<file path="src/rtl/fir_pkg.sv">
// Shared FIR datapath widths and sample types used by the adder tree, coefficient ROM and
// output requantizer.
package fir_pkg;

    localparam int unsigned FIR_IN_W  = 32;
    localparam int unsigned FIR_OUT_W = 16;
    localparam int unsigned FIR_SHIFT = 15;

    typedef logic signed [FIR_IN_W-1:0]  acc_t;
    typedef logic signed [FIR_OUT_W-1:0] sample_t;

    localparam sample_t OUT_MAX = sample_t'({1'b0, {(FIR_OUT_W-1){1'b1}}});
    localparam sample_t OUT_MIN = sample_t'({1'b1, {(FIR_OUT_W-1){1'b0}}});

endpackage

</file>
<file path="src/rtl/requant_round_sat.sv">
// Combinational round-half-up, arithmetic shift and saturation of an accumulator sum
// down to the output sample width.
module requant_round_sat
    import fir_pkg::*;
#(
    parameter int unsigned IN_W  = FIR_IN_W,
    parameter int unsigned OUT_W = FIR_OUT_W,
    parameter int unsigned SHIFT = FIR_SHIFT
) (
    input  logic signed [IN_W-1:0]  acc_i,
    output logic signed [OUT_W-1:0] sample_o,
    output logic                    sat_o
);

    // One guard bit so adding the half-LSB can never wrap.
    localparam logic signed [IN_W:0] HALF    = (IN_W+1)'(1) << (SHIFT - 1);
    localparam logic signed [IN_W:0] MAX_EXT = {{(IN_W+2-OUT_W){1'b0}}, {(OUT_W-1){1'b1}}};
    localparam logic signed [IN_W:0] MIN_EXT = {{(IN_W+2-OUT_W){1'b1}}, {(OUT_W-1){1'b0}}};

    logic signed [IN_W:0] ext;
    logic signed [IN_W:0] rnd;
    logic signed [IN_W:0] shr;

    always_comb begin
        ext = {acc_i[IN_W-1], acc_i};
        rnd = ext + HALF;
        shr = rnd >>> SHIFT;
        if (shr > MAX_EXT) begin
            sample_o = {1'b0, {(OUT_W-1){1'b1}}};
            sat_o    = 1'b1;
        end else if (shr < MIN_EXT) begin
            sample_o = {1'b1, {(OUT_W-1){1'b0}}};
            sat_o    = 1'b1;
        end else begin
            sample_o = shr[OUT_W-1:0];
            sat_o    = 1'b0;
        end
    end

endmodule

</file>
<file path="src/rtl/fir_output_requantizer.sv">
// FIR output stage: requantizes the accumulator sum into a 2-entry output FIFO and keeps
// sticky saturation statistics for debug.
module fir_output_requantizer
    import fir_pkg::*;
#(
    parameter int unsigned IN_W  = FIR_IN_W,
    parameter int unsigned OUT_W = FIR_OUT_W,
    parameter int unsigned SHIFT = FIR_SHIFT,
    parameter int unsigned CNT_W = 16
) (
    input  logic                    clk,
    input  logic                    rst_n,
    input  logic                    in_valid,
    output logic                    in_ready,
    input  logic signed [IN_W-1:0]  in_data,
    output logic                    out_valid,
    input  logic                    out_ready,
    output logic signed [OUT_W-1:0] out_data,
    input  logic                    clear_stats,
    output logic                    sat_flag,
    output logic [CNT_W-1:0]        sat_count
);

    logic signed [OUT_W-1:0] rq_sample;
    logic                    rq_sat;

    requant_round_sat #(
        .IN_W  (IN_W),
        .OUT_W (OUT_W),
        .SHIFT (SHIFT)
    ) u_requant (
        .acc_i    (in_data),
        .sample_o (rq_sample),
        .sat_o    (rq_sat)
    );

    logic signed [OUT_W-1:0] mem_q [2];
    logic signed [OUT_W-1:0] mem_d [2];
    logic                    rd_ptr_q, rd_ptr_d;
    logic                    wr_ptr_q, wr_ptr_d;
    logic [1:0]              cnt_q, cnt_d;
    logic                    sat_flag_q, sat_flag_d;
    logic [CNT_W-1:0]        sat_count_q, sat_count_d;
    logic                    push, pop, sat_ev;

    // Ready depends only on registered occupancy, never on out_ready.
    assign in_ready  = (cnt_q != 2'd2);
    assign out_valid = (cnt_q != 2'd0);
    assign out_data  = mem_q[rd_ptr_q];
    assign sat_flag  = sat_flag_q;
    assign sat_count = sat_count_q;

    assign push   = in_valid & in_ready;
    assign pop    = out_valid & out_ready;
    assign sat_ev = push & rq_sat;

    always_comb begin
        mem_d    = mem_q;
        wr_ptr_d = wr_ptr_q;
        rd_ptr_d = rd_ptr_q;
        cnt_d    = cnt_q;
        if (push) begin
            mem_d[wr_ptr_q] = rq_sample;
            wr_ptr_d        = ~wr_ptr_q;
        end
        if (pop) begin
            rd_ptr_d = ~rd_ptr_q;
        end
        case ({push, pop})
            2'b10:   cnt_d = cnt_q + 2'd1;
            2'b01:   cnt_d = cnt_q - 2'd1;
            default: cnt_d = cnt_q;
        endcase
    end

    // A clear coinciding with a saturating push leaves exactly that one event counted.
    always_comb begin
        sat_flag_d  = sat_flag_q;
        sat_count_d = sat_count_q;
        if (clear_stats) begin
            sat_flag_d  = sat_ev;
            sat_count_d = {{(CNT_W-1){1'b0}}, sat_ev};
        end else if (sat_ev) begin
            sat_flag_d = 1'b1;
            if (sat_count_q != {CNT_W{1'b1}}) begin
                sat_count_d = sat_count_q + CNT_W'(1);
            end
        end
    end

    always_ff @(posedge clk or negedge rst_n) begin
        if (!rst_n) begin
            mem_q[0]    <= '0;
            mem_q[1]    <= '0;
            rd_ptr_q    <= 1'b0;
            wr_ptr_q    <= 1'b0;
            cnt_q       <= 2'd0;
            sat_flag_q  <= 1'b0;
            sat_count_q <= '0;
        end else begin
            mem_q[0]    <= mem_d[0];
            mem_q[1]    <= mem_d[1];
            rd_ptr_q    <= rd_ptr_d;
            wr_ptr_q    <= wr_ptr_d;
            cnt_q       <= cnt_d;
            sat_flag_q  <= sat_flag_d;
            sat_count_q <= sat_count_d;
        end
    end

endmodule

</file>
<file path="config.mk">
export PLATFORM = sky130hd
export DESIGN_NAME = fir_output_requantizer
export DESIGN_NICKNAME = d
export VERILOG_FILES = /design/src/rtl/fir_pkg.sv /design/src/rtl/requant_round_sat.sv /design/src/rtl/fir_output_requantizer.sv
export SDC_FILE = /design/constraint.sdc
export NUM_CORES = 1
export LEC_CHECK = 0
export BUFFER_PORTS_ARGS = -buffer_cell sky130_fd_sc_hd__buf_2
export CELL_PAD_IN_SITES_DETAIL_PLACEMENT = 1
export CELL_PAD_IN_SITES_GLOBAL_PLACEMENT = 1
export CORE_MARGIN = 2
export CORE_UTILIZATION = 40
export DETAILED_ROUTE_END_ITERATION = 8
export PLACE_DENSITY = 0.87
export SYNTH_ARGS = -nofsm -noshare
export SYNTH_HDL_FRONTEND = slang
export SYNTH_SLANG_ARGS = --single-unit
</file>
<file path="constraint.sdc">
create_clock -name clk -period 5.75 [get_ports clk]
set_clock_uncertainty 0.2 [all_clocks]
set_input_delay 0.575 -clock clk [delete_from_list [all_inputs] [get_ports clk]]
set_output_delay 0.575 -clock clk [all_outputs]
set_load 0.03 [all_outputs]
</file>
==> run metrics <==
Cell Area, Synth=around 0.0032 mm2; Final Hold Vio Count=0; main combinational cell family by area after synthesis=simple AND/OR/NAND/NOR gates; worst hold margin=about 0.16 ns; initial antenna violation count=0; Gate Count Post-Synth=~340; Most used DFF post-synth=dfrtp_1; Die Y=about 94 um; # Post-CTS Setup Buffers=0; number of global-route vias before repair=between 2000 and 3000; Least-Margin Pin Slew=between 0.7 and 0.8 ns; Mean Syn Cell Area=~9.6 um2; Critical Path RT=5.76 ns; row count=32; first-pass GRT wire length=about 15000 um; grt ovf=0; pre-CTS setup slack=2.17 ns; Slowest cell on crit path=a311o_1; Final setup viols=0; cell family with most CP delay=simple AND/OR/NAND/NOR gates; final wirelength=9140 um; critical-path maximum fanout=13; Post-Syn Nets=approximately 380; Post-Synth Simple-Gate Area=between 20 and 25%; Slew headroom=a little under half; Yosys cell types=52; max cap viols=0; largest net degree at the start of global routing=54; CP endpoint kind=register; Peak VDD IR=0.000120 V; Async SR Flop Fraction=100%; share of post-route cells with drive strength above 1=about 29%; CP peak stage delay=around 0.5 ns; hold buffers post-CTS=0; DRT Pass-1 Iters=4; Synth Area in XOR/XNOR=roughly 5.4%; Area Growth Syn to Fin=14.5%; status=finished clean; number of CTS-inserted buffers=5; Ant. Diodes=0; ANT nets after route=0; die width=between 90 and 100 um; mux cell area share after synthesis=11.1%; GP Congestion=between 0.8 and 0.9; IO buf count=57; setup repair after global routing missed its margin=false; startpoint types=primary input; Synth warnings=0; die area=between 0.008 and 0.009 mm2; Core ar.=0.00781 mm2; Final Cycle Share=a little under three fifths; initial drt markers=150; NumNets Final=430; adder-cell share of the synthesized area=under 10%; post-CTS sizing=0; Ports=between 70 and 80; fmax=0.308 GHz; CTS root buffer=clkbuf_8; critical path type=primary input to register; post-synthesis compound-gate area fraction=16.3%; clock latency on the worst-skew pair=between 0.3 and 0.4 ns; synthesized flop and latch total=53; worst path arrival time=between 3 and 4 ns; Initial Util=around 42%; vias post-DR=~2900; H-tree level count=2; CP Cell Sequence=buf_2 > ha_1 > nand4_1 > nor4_2 > xor2_1 > buf_4 > a311o_1 > nor4_1 > mux2_2; DRC=0; pwr dens=about 420 mW/mm2; Hold Path Class=primary input to async pin; Worst Setup Slack, final=around 2.5 ns; Post-Route Utilization=about 48%; number of max-slew violations in the final report=0; EDFF count, synth=0; GRT Util Overall=about 22%; DPL Wire Length=approximately 6800 um; Clk pin slew, worst setup/hold paths=about 0.10 ns; Final Critical Period=3.25 ns; Static Leak=approximately 0.0016 uW; # clock sinks=53; Via density=5.85; sequential area share after synthesis=just over 40%; Max clock buf depth=2; WP buf/inv=2; setup TNS=0 ns; CTS tree=yes; WL per Instance=~19 um
==> flip-flops by register name (all words and copies together) (netlist names) <==
name,cells
cnt_q,2
mem_q,32
rd_ptr_q,1
sat_count,16
sat_flag,1
wr_ptr_q,1
==> power by group <==
part | internal, uW | switching (uW) | total, uW
combinational | 288 | 439 | 726
sequential | 504 | 104 | 608
clock | 89.1 | 135 | 225
total | 881 | 678 | 1560
==> cells by family after synthesis <==
group | Yosys count
and+or+nand+nor | 129
AOI/OAI and AO/OA | 79
DFF | 53
muxes | 32
buffers and inverters | 21
xor gates and xnor gates | 20
adders and majority gates | 3
==> synthesized netlist by cell type (all sizes together) (2+ instances only) <==
| master | number | area share, % |
|---|---|---|
| a41o | 2 | 0.62 |
| or4 | 9 | 2.2 |
| clkbuf | 11 | 1.3 |
| nand2b | 3 | 0.58 |
| buf | 4 | 0.81 |
| o211ai | 2 | 0.46 |
| nor4 | 12 | 3.4 |
| ha | 3 | 1.2 |
| nand3 | 16 | 3.0 |
| o22ai | 5 | 0.97 |
| xor2 | 11 | 3.0 |
| inv | 5 | 0.58 |
| and4 | 3 | 0.81 |
| nand2 | 37 | 4.3 |
| and2 | 3 | 0.58 |
| a21oi | 24 | 3.7 |
| mux2 | 32 | 11 |
| xnor2 | 9 | 2.4 |
| or3 | 2 | 0.39 |
| dfrtp | 53 | 41 |
| a22o | 8 | 2.2 |
| o21ai | 13 | 2.0 |
| o31ai | 12 | 2.8 |
| a21boi | 2 | 0.58 |
| nor2 | 16 | 1.9 |
| nand4 | 7 | 1.4 |
| nor2b | 5 | 0.97 |
| or2 | 3 | 0.58 |
| nor3 | 11 | 1.9 |
==> placed cells by master, fill, tap and decap left out, types with 2 or more instances in the layout <==
master     n
or2_2      3
and2_1     3
and4_1     3
a41o_1     2
or4_1      8
mux2_2    32
a21oi_1   24
a22o_1     8
nor2_1    16
buf_2     57
o211ai_1   2
nand2_1   37
clkbuf_8   5
or3_1      2
nand2b_1   3
nand4_1    7
xnor2_1    9
nor4_1     9
ha_1       3
o21ai_0   12
inv_6      2
inv_1      5
o22ai_1    5
nand3_1   14
xor2_1    11
nor4_4     2
dfrtp_1   53
nor3_1    10
buf_4      4
o31ai_1   12
nor2b_1    5
==> worst paths after layout <==
path	slack (ns)	from	cells past startpoint	endpoint
worst max-delay path	2.50	in_data[14]	9	sat_count[12]$_DFFE_PN0P_
worst min-delay path	0.16	rst_n	2	sat_count[5]$_DFFE_PN0P_
worst max register to register	3.03	cnt_q[0]$_DFFE_PN0P_	6	sat_count[12]$_DFFE_PN0P_
worst min register to register	0.29	mem_q[11]$_DFFE_PN0P_	2	mem_q[11]$_DFFE_PN0P_
max in group asynchronous	4.71	rst_n	2	mem_q[23]$_DFFE_PN0P_
min in group clk	0.29	mem_q[11]$_DFFE_PN0P_	2	mem_q[11]$_DFFE_PN0P_
==> final cells by class <==
type / instances / area (um2)
Multi-Input combinational cell: 263 / 1820
Clock buffer: 5 / 68.8
Timing Repair Buffer: 61 / 315
Tap cell: 102 / 128
Clock inverter: 3 / 25.0
Fill cell: 961 / 4100
Inverter: 6 / 22.5
Sequential cell: 53 / 1330
==> worst register-to-register path, cell delays in order, from the launching register on <==
cell      delay, ns
dfrtp_1        0.42
nand2b_1       0.13
and2_1         0.28
clkinv_1       0.32
a311o_1        0.54
nor4_1         0.34
mux2_2         0.39
==> metal layers <==
layer | global-route usage (%) | wire [um]
met5 | 0 | 0
met4 | 5.07 | 72
met1 | 29.7 | 4200
met2 | 36.9 | 4540
met3 | 2.49 | 333
==> metrics by stage <==
step / power [uW] / std cells / area (um2)
floorplan: 1130 / 337 / 3240
global placement: 1300 / 485 / 3620
detailed placement: 1340 / 485 / 3620
CTS: 1570 / 493 / 3710
global route: 1660 / 493 / 3710
finish: 1560 / 493 / 3710
No activity file was read; power rests on OpenSTA's default activity.
